$ cat config.mk
export PLATFORM = sky130hd
export DESIGN_NAME = lfsr_rand_gen
export DESIGN_NICKNAME = d
export VERILOG_FILES = /design/src/rtl/lfsr_rand_gen.sv
export SDC_FILE = /design/constraint.sdc
export NUM_CORES = 1
export LEC_CHECK = 0
export CAP_MARGIN = 15
export CORE_ASPECT_RATIO = 1.75
export CORE_UTILIZATION = 23
export CTS_BUF_LIST = sky130_fd_sc_hd__clkbuf_8 sky130_fd_sc_hd__clkbuf_16
export CTS_CLUSTER_SIZE = 10
export DETAILED_ROUTE_END_ITERATION = 16
export GPL_ROUTABILITY_DRIVEN = 0
export MAX_ROUTING_LAYER = met4
export RECOVER_POWER = 50
export SYNTH_ARGS = -nofsm -noshare
export SYNTH_HDL_FRONTEND = slang
export SYNTH_SLANG_ARGS = --single-unit
$ cat constraint.sdc
create_clock -name clk -period 4.69 [get_ports clk]
set_clock_uncertainty 0.2 [all_clocks]
set_input_delay 0.938 -clock clk [delete_from_list [all_inputs] [get_ports clk]]
set_output_delay 0.938 -clock clk [all_outputs]
set_load 0.05 [all_outputs]
$ cat src/rtl/lfsr_rand_gen.sv
// lfsr_rand_gen: Fibonacci LFSR random source with seed load, step enable and
// a bounded-range rejection-sampling draw engine with a fallback after MAX_TRIES.
module lfsr_rand_gen #(
    parameter int               WIDTH     = 12,
    parameter logic [WIDTH-1:0] TAPS      = 12'h053,
    parameter logic [WIDTH-1:0] SEED      = 12'h001,
    parameter int               MAX_TRIES = 8
) (
    input  logic             clk,
    input  logic             rst,
    input  logic             en,
    input  logic             load,
    input  logic [WIDTH-1:0] load_val,
    output logic [WIDTH-1:0] state_out,
    input  logic             req,
    input  logic [WIDTH-1:0] limit,
    output logic             busy,
    output logic             valid,
    output logic [WIDTH-1:0] value
);
    localparam int TW = $clog2(MAX_TRIES + 1);
    typedef enum logic {IDLE, SAMPLE} st_t;
    st_t st, st_d;
    logic [WIDTH-1:0] lfsr_d, stepped, cand, limit_q, limit_d, mask_q, mask_d, value_d;
    logic [TW-1:0] tries, tries_d;
    logic valid_d, accept;

    function automatic logic [WIDTH-1:0] smear(input logic [WIDTH-1:0] x);
        logic [WIDTH-1:0] r;
        r = x;
        for (int i = 1; i < WIDTH; i = i * 2) r = r | (r >> i);
        return r;
    endfunction

    // all-zero state would lock up; escape to all-ones instead
    assign stepped = (state_out == '0) ? '1 : {^(state_out & TAPS), state_out[WIDTH-1:1]};
    assign cand    = state_out & mask_q;
    assign accept  = (limit_q == '0) || (cand < limit_q);
    assign busy    = (st == SAMPLE);
    assign lfsr_d  = load ? load_val : (busy || en) ? stepped : state_out;

    always_comb begin
        st_d    = st;
        limit_d = limit_q;
        mask_d  = mask_q;
        tries_d = tries;
        value_d = value;
        valid_d = 1'b0;
        if (st == IDLE) begin
            if (req) begin
                limit_d = limit;
                mask_d  = (limit == '0) ? '1 : smear(limit - 1'b1);
                tries_d = '0;
                st_d    = SAMPLE;
            end
        end else if (accept || tries == TW'(MAX_TRIES - 1)) begin
            value_d = accept ? cand : cand - limit_q;
            valid_d = 1'b1;
            st_d    = IDLE;
        end else begin
            tries_d = tries + 1'b1;
        end
    end

    always_ff @(posedge clk) begin
        if (rst) begin
            st        <= IDLE;
            state_out <= SEED;
            limit_q   <= '0;
            mask_q    <= '0;
            tries     <= '0;
            valid     <= 1'b0;
            value     <= '0;
        end else begin
            st        <= st_d;
            state_out <= lfsr_d;
            limit_q   <= limit_d;
            mask_q    <= mask_d;
            tries     <= tries_d;
            valid     <= valid_d;
            value     <= value_d;
        end
    end
endmodule

==> results of run 1 <==
## registers in the layout (all words and copies together) (netlist names)
name       cells
limit_q       12
mask_q        12
tries          4
value         12
state_out     12
valid          1
busy           1
## where the power goes
part | internal (W) | switching [W]
combinational | 0.000156 | 0.000246
clock | 0.000205 | 0.000184
sequential | 0.000495 | 0.0000387
## path summary, 6_finish.rpt
check | startpoint | to | slack (ns) | depth (start not counted)
setup / recovery | limit[0] | mask_q[0] | 1.00 | 9
hold / removal | mask_q[11] | mask_q[11] | 0.25 | 2
setup reg to reg | state_out[0] | value[1] | 1.28 | 10
hold reg to reg | mask_q[11] | mask_q[11] | 0.25 | 2
## area by class of cell
class / instances / area share [%]
well taps: 177 / 5.449
clock inverters: 3 / 0.7081
multi-input cells: 307 / 48.46
clock buffers: 5 / 3.079
inverters: 20 / 1.847
repair buffers: 58 / 13.85
flip-flops and latches: 54 / 26.60
## critical path, cell delays in order
cell and delay (ns):
clkdlybuf4s50_1 0.52, inv_1 0.14, ha_1 0.26, or4b_4 0.56, o31a_1 0.28, a211oi_2 0.27
and3_1 0.36, o2111a_4 0.28, a21oi_2 0.06
## cell usage in the layout (no fill, tap or decap), types with 10 or more instances in the layout
cell type / instances
o21ai_0: 20
a211oi_1: 14
inv_1: 20
clkdlybuf4s50_1: 37
and2_1: 15
o22ai_1: 11
xnor2_1: 10
a21oi_1: 35
ha_1: 17
dfxtp_1: 54
dlygate4sd3_1: 17
nor2_1: 34
nand2_1: 45
## logic make-up (layout without fill, tap and decap cells)
kind of cell               count (synthesis)  count (layout)  share of synthesized area, %
muxes                                      2               2                        0.6576
and+or+nand+nor                          146             146                         22.44
xor gates and xnor gates                  14              14                         3.791
buffers and inverters                     43              86                         5.686
DFF                                       54              54                         33.42
adders and majority gates                 18              18                         7.195
AOI/OAI and AO/OA                        127             127                         26.81
## Yosys cell counts, types with 6 or more instances
cell      instances
dfxtp_1          54
nand2_1          45
a21oi_1          35
nor2_1           34
inv_1            20
o21ai_0          20
clkbuf_1         19
ha_1             17
and2_1           15
a211oi_1         14
o22ai_1          11
xnor2_1          10
a221o_1           8
nand3_1           8
o211ai_1          7
nor4_1            6
## per-stage QoR
| step | hold WS (ns) | worst slack (ns) | utilization (%) | instances |
|---|---|---|---|---|
| CTS | 0.2573 | 1.034 | 29.43 | 624 |
| finish | 0.2517 | 1.001 | 29.37 | 624 |
| global placement | 0.2434 | 0.8713 | 28.31 | 616 |
| detailed placement | 0.2469 | 0.7206 | 28.31 | 616 |
| floorplan | 0.2317 | 1.510 | - | 404 |
| global route | 0.2727 | 0.8990 | 29.37 | 624 |
## routing by layer
layer	vias to the layer above	global-route usage (%)
met3	14	1.628
met4	0	8.081
li1	1560	-
met2	61	24.20
met1	1427	13.72
met5	-	-
==> results.sh, run 1 <==
export IMPL_syn_inst=404
export IMPL_slew_viol_final=0
export IMPL_grt_pass1_wl_mm=14.97
export IMPL_syn2layout_area_growth_pct=25.65
export IMPL_fmax_mhz=271.1
export IMPL_worst_pin_slew_ns=0.9797
export IMPL_ys_seq_elements=54
export IMPL_route_detailed_wl_per_inst_microns=14.95
export IMPL_cts_hold_fix_buffers=0
export IMPL_crit_path_end_kind="flop"
export IMPL_clk_path_buf_depth=2
export IMPL_antenna_cells=0
export IMPL_rsz0062_at_grt="false"
export IMPL_num_fill_cells=1493
export IMPL_cts_tree="built"
export IMPL_synth_fp_nets=451
export IMPL_ir_worst_vdd_mv=0.1325
export IMPL_coreArea_sq_um=13840
export IMPL_synth_cell_types=55
export IMPL_track_usage_pct=13.48
export IMPL_cts_buffers=5
export IMPL_synth_edff_count=0
export IMPL_crit_fanout=8
export IMPL_start_util_pct=23.38
export IMPL_slew_headroom_pct=34.30
export IMPL_synth_yosys_seq_area_share_pct=33.42
export IMPL_fin_setup_tns_ns=0
export IMPL_antenna_found_initial=0
export IMPL_dr_wl_met2_mm=4.968
export IMPL_multi_input_area_sq_um=1969
export IMPL_postLayoutCellArea_sq_um=4064
export IMPL_fin_crit_sh_pct=78.65
export IMPL_placed_area_sq_um=3918
export IMPL_num_vias=3062
export IMPL_clk_pin_slew_ns=0.07
export IMPL_yosysTopAreaCell="dfxtp_1"
export IMPL_top_layer="met4"
export IMPL_hpwlAfterDp_mm=7.406
export IMPL_ant_nets=0
export IMPL_clock_sinks=54
export IMPL_post_drt_via_cell_ratio=4.907
export IMPL_power_w=0.001323
export IMPL_p_leak_nw=1.588
export IMPL_p_per_area_nw_per_um2=325.6
export IMPL_drt_initial_drc_count=257
export IMPL_synthFlopType="dfxtp_1"
export IMPL_first_global_vias=3044
export IMPL_drive_above_1_share_pct=3.803
export IMPL_route_met3_wl_microns=264
export IMPL_drtPass1Iterations=4
export IMPL_drc_errors=0
export IMPL_die_height_microns=158.9
export IMPL_worst_skew_pair_late_latency_ns=0.30
export IMPL_portBuffers=54
export IMPL_ff_latch_area_sq_um=1081
export IMPL_maxCapViolCount=0
export IMPL_design_die_area_sq_um=14560
export IMPL_async_flop_share_pct=0
export IMPL_synth_warnings=0
export IMPL_startpoint_type="input pin"
export IMPL_hold_viol=0
export IMPL_synth_area_sq_um=3234
export IMPL_setup_viol=0
export IMPL_fin_crit_ns=3.689
export IMPL_chipWidth_microns=91.64
export IMPL_num_rows=57
export IMPL_hold_path_class="flop to flop"
export IMPL_post_cts_buffers=0
export IMPL_grt_max_degree=36
export IMPL_post_cts_resized=0
export IMPL_cp_required_ns=4.68
export IMPL_critPathKind="input pin to flop"
export IMPL_worst_ep_arrival_time_ns=3.68
export IMPL_wl_met1_mm=3.683
export IMPL_yosysTopAreaCellShare_pct=33.42
export IMPL_overflow=0
export IMPL_syn_area_per_cell_sq_um=8.006
export IMPL_ctsHtreeMaxLevel=2
export IMPL_status="completed"
export IMPL_yosys_top_cells_area="dfxtp_1, ha_1, a21oi_1"
export IMPL_ios=55
export IMPL_fin_nets=493
export IMPL_wirelength_mm=9.329
export IMPL_clockRootBuffer="clkbuf_16"
Note: power is estimated with default switching activity, not from simulation.
==> run 2: changes to the inputs <==
- clock period: 4.69 -> 3.25 ns (I/O delays scaled with it)
==> results.sh, run 2 (synthesis results as in run 1) <==
export IMPL_num_fill_cells=1498
export IMPL_grt_max_degree=32
export IMPL_status="completed"
export IMPL_final_common_cell="dfxtp_1"
export IMPL_drtPass1Iterations=4
export IMPL_r2r_setup_slack_ns=0.22
export IMPL_hpwlAfterDp_mm=7.693
export IMPL_route_detailed_wl_per_inst_microns=14.63
export IMPL_worst_pin_slew_ns=0.8548
export IMPL_worst_skew_pair_late_latency_ns=0.30
export IMPL_cp_required_ns=3.24
export IMPL_num_rows=57
export IMPL_ir_worst_vdd_mv=0.2079
export IMPL_chipWidth_microns=91.64
export IMPL_fin_setup_tns_ns=0
export IMPL_wirelength_mm=9.454
export IMPL_hold_viol=0
export IMPL_clk_path_buf_depth=2
export IMPL_rsz0062_at_grt="false"
export IMPL_grt_pass1_wl_mm=15.15
export IMPL_antenna_found_initial=0
export IMPL_slew_headroom_pct=43.01
export IMPL_track_usage_pct=13.60
export IMPL_antenna_cells=0
export IMPL_p_leak_nw=1.695
export IMPL_ios=55
export IMPL_overflow=0
export IMPL_fin_nets=515
export IMPL_coreArea_sq_um=13840
export IMPL_fmax_mhz=330.4
export IMPL_hold_path_class="flop to flop"
export IMPL_holdWs_ns=0.2519
export IMPL_clockRootBuffer="clkbuf_16"
export IMPL_fin_crit_ns=3.027
export IMPL_startpoint_type="flop"
export IMPL_cts_buffers=5
export IMPL_portBuffers=54
export IMPL_die_height_microns=158.9
export IMPL_critPathKind="flop to flop"
export IMPL_setup_viol=0
export IMPL_fin_crit_sh_pct=93.12
export IMPL_worst_ep_arrival_time_ns=3.02
export IMPL_cts_tree="built"
export IMPL_drc_errors=0
export IMPL_num_vias=3155
export IMPL_design_die_area_sq_um=14560
export IMPL_multi_input_area_sq_um=1981
export IMPL_post_drt_via_cell_ratio=4.884
export IMPL_p_per_area_nw_per_um2=459.5
export IMPL_ff_latch_area_sq_um=1081
export IMPL_ant_nets=0
export IMPL_crit_path_end_kind="flop"
export IMPL_ctsHtreeMaxLevel=2
export IMPL_drt_initial_drc_count=210
export IMPL_maxCapViolCount=0
export IMPL_final_cell_mix="dfxtp_1, nand2_1, clkdlybuf4s50_1"
export IMPL_start_util_pct=23.38
export IMPL_cts_hold_fix_buffers=0
export IMPL_slew_viol_final=0
export IMPL_clock_sinks=54
export IMPL_clk_pin_slew_ns=0.08
export IMPL_first_global_vias=3062
export IMPL_crit_fanout=7
export IMPL_drive_above_1_share_pct=8.529
export IMPL_syn2layout_area_growth_pct=30.99
==> run 2: path summary, 6_finish.rpt <==
kind	start	endpoint	cells past startpoint
setup / recovery	mask_q[0]	value[1]	11
hold / removal	mask_q[11]	mask_q[11]	2
setup reg to reg	mask_q[0]	value[1]	11
hold reg to reg	mask_q[11]	mask_q[11]	2
==> run 2: area by class of cell <==
cell class              instances  share of cell area, %
repair buffers                 80                  17.10
multi-input cells             307                  46.75
inverters                      20                  1.772
clock buffers                   5                  2.953
well taps                     177                  5.227
flip-flops and latches         54                  25.52
clock inverters                 3                 0.6793
==> run 2: critical path, cell delays in order (launching register included) <==
cell	delay [ns]
dfxtp_1	0.32
nand2_1	0.10
ha_1	0.19
inv_1	0.06
fa_1	0.44
a211oi_2	0.26
o211ai_1	0.16
a41o_1	0.29
buf_4	0.17
and2_1	0.20
and3_1	0.23
a221o_1	0.29
==> run 2: metal layers <==
| metal | vias to the layer above | GRT usage [%] | wire length (microns) |
|---|---|---|---|
| li1 | 1606 | - | - |
| met1 | 1455 | 13.53 | 3628 |
| met2 | 75 | 24.81 | 5133 |
| met3 | 19 | 1.628 | 251 |
| met4 | 0 | 8.153 | 440 |
| met5 | - | - | 0 |
==> run 2: per-stage QoR <==
step	total power (W)	setup slack (ns)	util [%]	std cells	instance area, sq um
after floorplan	0.001178	0.1109	-	404	3234
after global placement	0.001395	0.1538	29.51	638	4083
after detailed placement	0.001403	0.08115	29.51	638	4083
after CTS	0.001967	0.1083	30.62	646	4237
after global routing	0.002050	0.1020	30.62	646	4237
final	0.001947	0.2235	30.62	646	4237
==> run 2: timing repair <==
action | in CTS | in global routing
setup endpoints to repair | 0 | 10
setup buffers | 0 | 0
resized for setup | 0 | 2
==> run 2: where the power goes <==
group          total, W  internal, W  switching [W]
clock          0.000561     0.000294       0.000267
sequential     0.000759     0.000714      0.0000454
combinational  0.000627     0.000251       0.000375
